$ cat src/rtl/keypad_scanner_pkg.sv
// Shared definitions for the 4x4 keypad scanner: FSM encoding, geometry and
// small helpers for classifying a row sample.
package keypad_scanner_pkg;

  localparam int ROWS   = 4;
  localparam int COLS   = 4;
  localparam int CODE_W = 4;

  localparam logic [ROWS-1:0] ROW_IDLE = 4'b1111;

  typedef enum logic [1:0] {
    SCAN     = 2'd0,
    DEBOUNCE = 2'd1,
    HELD     = 2'd2,
    RELEASE  = 2'd3
  } state_e;

  // True when exactly one row line is pulled low.
  function automatic logic row_is_single(input logic [ROWS-1:0] rows);
    logic [2:0] zeros;
    zeros = 3'd0;
    for (int i = 0; i < ROWS; i++) begin
      zeros = zeros + {2'b00, ~rows[i]};
    end
    return (zeros == 3'd1);
  endfunction

  function automatic logic [1:0] row_low_idx(input logic [ROWS-1:0] rows);
    logic [1:0] idx;
    idx = 2'd0;
    for (int i = ROWS - 1; i >= 0; i--) begin
      if (!rows[i]) begin
        idx = 2'(i);
      end else begin
        idx = idx;
      end
    end
    return idx;
  endfunction

endpackage

$ cat src/rtl/keypad_row_sync.sv
// Two-flop synchronizer bringing the asynchronous keypad row lines into clk;
// resets to the idle (all rows high) pattern.
module keypad_row_sync
  import keypad_scanner_pkg::*;
(
  input  logic            clk,
  input  logic            rst,
  input  logic [ROWS-1:0] row_in,
  output logic [ROWS-1:0] row_s
);

  logic [ROWS-1:0] meta_r;
  logic [ROWS-1:0] sync_r;

  // Metastability filter: capture stage followed by a settling stage
  always_ff @(posedge clk or negedge rst) begin
    if (!rst) begin
      meta_r <= ROW_IDLE;
      sync_r <= ROW_IDLE;
    end else begin
      meta_r <= row_in;
      sync_r <= meta_r;
    end
  end

  assign row_s = sync_r;

endmodule

$ cat src/rtl/keypad_scanner.sv
// 4x4 active-low matrix keypad scanner: rotating column strobe, debounced
// press/release detection, one key_valid pulse per physical press.
module keypad_scanner
  import keypad_scanner_pkg::*;
#(
  parameter int SCAN_DIV   = 16,
  parameter int DEBOUNCE_N = 4
) (
  input  logic              clk,
  input  logic              rst,
  input  logic [ROWS-1:0]   row_in,
  output logic [COLS-1:0]   col_out,
  output logic [CODE_W-1:0] key_code,
  output logic              key_valid,
  output logic              key_held
);

  localparam int TW = (SCAN_DIV > 1) ? $clog2(SCAN_DIV) : 1;
  localparam int MW = $clog2(DEBOUNCE_N + 1);
  localparam int CW = $clog2(COLS);
  localparam logic [TW-1:0] TICK_LAST  = TW'(SCAN_DIV - 1);
  localparam logic [MW-1:0] MATCH_LAST = MW'(DEBOUNCE_N - 1);

  logic [ROWS-1:0]   row_s;
  logic [TW-1:0]     tick_cnt_r;
  logic              tick_s;

  state_e            state_r,   state_nx;
  logic [CW-1:0]     col_idx_r, col_idx_nx;
  logic [COLS-1:0]   col_out_r, col_out_nx;
  logic [ROWS-1:0]   pat_r,     pat_nx;
  logic [MW-1:0]     match_r,   match_nx;
  logic [CODE_W-1:0] code_r,    code_nx;
  logic              valid_r,   valid_nx;
  logic              held_r,    held_nx;

  keypad_row_sync u_row_sync (
    .clk    (clk),
    .rst    (rst),
    .row_in (row_in),
    .row_s  (row_s)
  );

  assign tick_s = (tick_cnt_r == TICK_LAST);

  // Column slot timer; the tick marks the last cycle of each slot
  always_ff @(posedge clk or negedge rst) begin
    if (!rst) begin
      tick_cnt_r <= {TW{1'b0}};
    end else if (tick_s) begin
      tick_cnt_r <= {TW{1'b0}};
    end else begin
      tick_cnt_r <= tick_cnt_r + TW'(1'b1);
    end
  end

  // Next-state and datapath decisions, evaluated only on tick cycles
  always_comb begin
    state_nx   = state_r;
    col_idx_nx = col_idx_r;
    pat_nx     = pat_r;
    match_nx   = match_r;
    code_nx    = code_r;
    valid_nx   = 1'b0;
    held_nx    = held_r;
    if (tick_s) begin
      case (state_r)
        SCAN: begin
          if (row_is_single(row_s)) begin
            pat_nx   = row_s;
            match_nx = {MW{1'b0}};
            state_nx = DEBOUNCE;
          end else begin
            col_idx_nx = col_idx_r + CW'(1'b1);
          end
        end
        DEBOUNCE: begin
          if (row_s == pat_r) begin
            if (match_r == MATCH_LAST) begin
              code_nx  = {row_low_idx(pat_r), col_idx_r};
              valid_nx = 1'b1;
              held_nx  = 1'b1;
              match_nx = {MW{1'b0}};
              state_nx = HELD;
            end else begin
              match_nx = match_r + MW'(1'b1);
            end
          end else begin
            // Bounce or multi-key sample: give up and move on to the next column
            state_nx   = SCAN;
            col_idx_nx = col_idx_r + CW'(1'b1);
          end
        end
        HELD: begin
          if (row_s == ROW_IDLE) begin
            match_nx = {MW{1'b0}};
            state_nx = RELEASE;
          end else begin
            state_nx = HELD;
          end
        end
        RELEASE: begin
          if (row_s == ROW_IDLE) begin
            if (match_r == MATCH_LAST) begin
              held_nx    = 1'b0;
              match_nx   = {MW{1'b0}};
              state_nx   = SCAN;
              col_idx_nx = col_idx_r + CW'(1'b1);
            end else begin
              match_nx = match_r + MW'(1'b1);
            end
          end else begin
            state_nx = HELD;
          end
        end
        default: begin
          state_nx = SCAN;
        end
      endcase
    end else begin
      state_nx = state_r;
    end
    col_out_nx = ~({{(COLS-1){1'b0}}, 1'b1} << col_idx_nx);
  end

  // State, datapath and registered outputs
  always_ff @(posedge clk or negedge rst) begin
    if (!rst) begin
      state_r   <= SCAN;
      col_idx_r <= {CW{1'b0}};
      col_out_r <= 4'b1110;
      pat_r     <= ROW_IDLE;
      match_r   <= {MW{1'b0}};
      code_r    <= {CODE_W{1'b0}};
      valid_r   <= 1'b0;
      held_r    <= 1'b0;
    end else begin
      state_r   <= state_nx;
      col_idx_r <= col_idx_nx;
      col_out_r <= col_out_nx;
      pat_r     <= pat_nx;
      match_r   <= match_nx;
      code_r    <= code_nx;
      valid_r   <= valid_nx;
      held_r    <= held_nx;
    end
  end

  assign col_out   = col_out_r;
  assign key_code  = code_r;
  assign key_valid = valid_r;
  assign key_held  = held_r;

endmodule

$ cat config.mk
export PLATFORM = sky130hd
export DESIGN_NAME = keypad_scanner
export DESIGN_NICKNAME = d
export VERILOG_FILES = /design/src/rtl/keypad_scanner_pkg.sv /design/src/rtl/keypad_row_sync.sv /design/src/rtl/keypad_scanner.sv
export SDC_FILE = /design/constraint.sdc
export NUM_CORES = 1
export LEC_CHECK = 0
export BUFFER_PORTS_ARGS = -buffer_cell sky130_fd_sc_hd__buf_2
export CORE_MARGIN = 4
export CORE_UTILIZATION = 47
export CTS_CLUSTER_SIZE = 24
export DETAILED_ROUTE_END_ITERATION = 7
export GPL_TIMING_DRIVEN = 0
export PLACE_DENSITY = 0.73
export SLEW_MARGIN = 20
export SYNTH_ARGS = -nofsm -noshare
export SYNTH_HDL_FRONTEND = slang
export SYNTH_HIERARCHICAL = 1
export SYNTH_SLANG_ARGS = --single-unit
$ cat constraint.sdc
create_clock -name clk -period 2.99 [get_ports clk]
set_clock_uncertainty 0.05 [all_clocks]
set_input_delay 0.598 -clock clk [delete_from_list [all_inputs] [get_ports clk]]
set_output_delay 0.598 -clock clk [all_outputs]
set_load 0.05 [all_outputs]
==> metrics.md <==
| Metric | Value |
|---|---|
| Slowest-stage cell, CP | `dfstp_2` |
| Slew margin rel. | `54.0%` |
| Worst R2R Start | `u_row_sync/row_s[3]` |
| CORE AREA | `3080 µm²` |
| Area leader, netlist | `dfrtp_1` |
| CTS resizes | `0` |
| Synthesized area | `1520 µm²` |
| Tcrit/Tclk final | `95.5%` |
| Post-DP HPWL | `1970 µm` |
| Synth cell count leaders | `18 x dfrtp_1, 15 x dfstp_2, 6 x inv_1, 6 x nand2_1, 6 x xor2_1` |
| Final hold slack | `0.250 ns` |
| Post-DR vias/cell | `5.23` |
| Reg2reg setup slack | `0.14 ns` |
| Worst endpoint required time | `3.17 ns` |
| Synth Net Count | `128` |
| Clock transition at path regs | `0.10 ns` |
| Pwr Density | `692 nW/µm²` |
| Final GP Congestion | `0.797` |
| Dpl ws | `0.145 ns` |
| Mean Syn Cell Area | `13.1 µm²` |
| Top-Level Pins | `16` |
| CTS sink cnt | `33` |
| Unrepaired setup endpoints after global routing | `no` |
| Final Hold Vio Count | `0` |
| R2R depth | `8` |
| Setup TNS | `0 ns` |
| Die Height | `64.8 µm` |
| Fin cells | `183` |
| Power, Total | `1.17 mW` |
| Leak Pwr | `0.840 nW` |
| Post-synthesis register bit count | `33` |
| Synth top area cells | `dfrtp_1 30%, dfstp_2 26%, mux2_4 5.0%` |
| Post-route minimum period | `2.85 ns` |
| Critical path class | `flop to flop` |
| Inst Count DP | `175` |
| Synth Instances | `116` |
| Filler cells | `251` |
| Top_reg_cell synth | `dfrtp_1` |
| CP arrival | `3.03 ns` |
| Num rows | `20` |
| Antenna cells | `0` |
| Startpoint types | `flop` |
| Top cell type's share of synthesized area | `29.7%` |
| First-pass GRT wire length | `4770 µm` |
| Crit path max fanout | `5` |
| Synth warn | `6` |
| Clk buf depth | `2` |
| Final Util | `55.2%` |
| Most frequent CP cell | `ha_1` |
| CTS root buffer | `clkbuf_4` |
| Status | `finished, final reports clean` |
| Die X | `64.8 µm` |
| First-pass DRT Iterations | `4` |
| FFs w/ async S/R, synth | `100%` |
| Initial antenna violation count | `0` |
| Initial DRC count | `29` |
| Final ANT Viol Nets | `0` |
| Postcts setup bufs | `0` |
| Maxcap violations | `0` |
| Via count | `957` |
| Starting density of the core | `49.3%` |
| Synth unique cells | `40` |
| Hold buffers post-CTS | `0` |
| Final number of setup-violating endpoints | `0` |
| Design area | `1700 µm²` |
| Least-Margin Pin Slew | `0.691 ns` |
| CP endpoint kind | `flop` |
| H-tree depth | `2` |
| Total gr overflow | `0` |
| Final net count | `150` |
| Clock Latency Late Sink | `0.33 ns` |
| Post-synth EDFFs | `0` |
| Slew Viols, Final | `0` |
| Final WS setup | `0.136 ns` |
| Critical-path cell list | `fa_1, inv_1, ha_1, ha_1, or3b_4, a221o_2, nand2b_4, mux2_4` |
| Max VDD drop | `0.376 mV` |
| Most common cell in the netlist | `dfrtp_1` |
| Max Freq | `0.350 GHz` |
| IO Port Bufs | `15` |
| Wire per inst | `14.4 µm` |
| Vias in the first global route | `1023` |
| Tightest Hold Check Type | `primary input to asynchronous set/reset pin` |
| Reg-to-reg endpoint | `match_r[0]` |
| Residual DRC | `0` |
| Die Footprint | `4200 µm²` |
| Crit-path max cell delay | `0.60 ns` |
| Placed Area | `1650 µm²` |
| Detailed Route WL | `2630 µm` |
| Area Overhead vs Synth | `12.0%` |
| Largest net degree at the start of global routing | `34` |
| CTS Buf Count | `5` |
| Post-synthesis sequential area ratio | `55.7%` |
| CTS tree | `built` |
| Share of post-route cells with drive strength above 1 | `40.3%` |
| Total GRT Usage | `15.1%` |
[cell usage in the layout (no fill, tap or decap), types with 2 or more instances in the layout]
cell and n:
dfrtp_1 18, a21oi_1 3, clkbuf_4 5, mux2i_1 4, ha_1 5, nand2_1 6, inv_1 6, and3_1 2
clkinv_2 2, mux2_4 5, o21ai_0 5, dfstp_2 15, nand3_1 3, xor2_1 6, buf_2 16, nor2b_1 3
nand2b_1 2, mux2_2 4, nor2_1 5
[kinds of logic after synthesis]
| kind of cell | after synthesis | synth area share, % |
|---|---|---|
| adders and majority gates | 6 | 5.45 |
| muxes | 13 | 10.6 |
| xor gates and xnor gates | 7 | 4.04 |
| buffers and inverters | 9 | 2.89 |
| DFF | 33 | 55.7 |
| AOI/OAI and AO/OA | 17 | 8.58 |
| and+or+nand+nor | 31 | 12.8 |
[final cells by class]
type | count | area [µm²] | area share [%]
Inverter | 6 | 22.5 | 1.33
Sequential cell | 33 | 845 | 49.7
Clock inverter | 2 | 10.0 | 0.590
Timing Repair Buffer | 15 | 75.1 | 4.42
Clock buffer | 6 | 41.3 | 2.43
Buffer | 3 | 21.3 | 1.25
Tap cell | 44 | 55.1 | 3.24
Multi-Input combinational cell | 74 | 628 | 37.0
[routing by layer]
| metal | routed length, µm | GRT usage [%] | vias to the layer above | part of all wire, % |
|---|---|---|---|---|
| met5 | 0 | 0 | - | 0 |
| met4 | 78 | 8.97 | 0 | 3.0 |
| met3 | 95 | 3.29 | 8 | 3.6 |
| met2 | 1370 | 24.4 | 21 | 52 |
| met1 | 1090 | 18.3 | 481 | 41 |
| li1 | - | - | 447 | - |
[how the worst max path moves through the flow]
stage | end | slack, ns | startpoint | depth (start not counted)
global placement | match_r[0] | 0.18 | u_row_sync/row_s[1] | 8
finish | match_r[0] | 0.14 | u_row_sync/row_s[3] | 8
global route | match_r[0] | 0.03 | u_row_sync/row_s[1] | 8
detailed placement | match_r[0] | 0.15 | u_row_sync/row_s[3] | 8
floorplan | match_r[0] | 0.26 | u_row_sync/row_s[1] | 8
CTS | match_r[0] | 0.13 | u_row_sync/row_s[3] | 8
[flip-flops by register name, summed over array words and instances (netlist names), 2 cells and up]
register and count:
u_row_sync/meta_r 4, tick_cnt_r 4, state_r 2, match_r 3
col_out 4, u_row_sync/row_s 4, col_idx_r 2, pat_r 4
key_code 4
[power by group]
group / leakage, nW / internal [mW] / total (mW) / switching [mW]
Combinational: 0.414 / 0.120 / 0.340 / 0.220
Clock: 0.0320 / 0.0895 / 0.235 / 0.146
Sequential: 0.394 / 0.541 / 0.599 / 0.0578
Total: 0.840 / 0.751 / 1.17 / 0.424
[worst max-delay path: cells and delay by family, from the launching register on]
kind	cells	cell delay [ns]
buf+inv	1	0.07
flops	1	0.60
compound gates	1	0.37
fa+ha+maj	3	0.78
mux	1	0.31
simple gates	2	0.57
No activity file was read; power rests on OpenSTA's default activity.
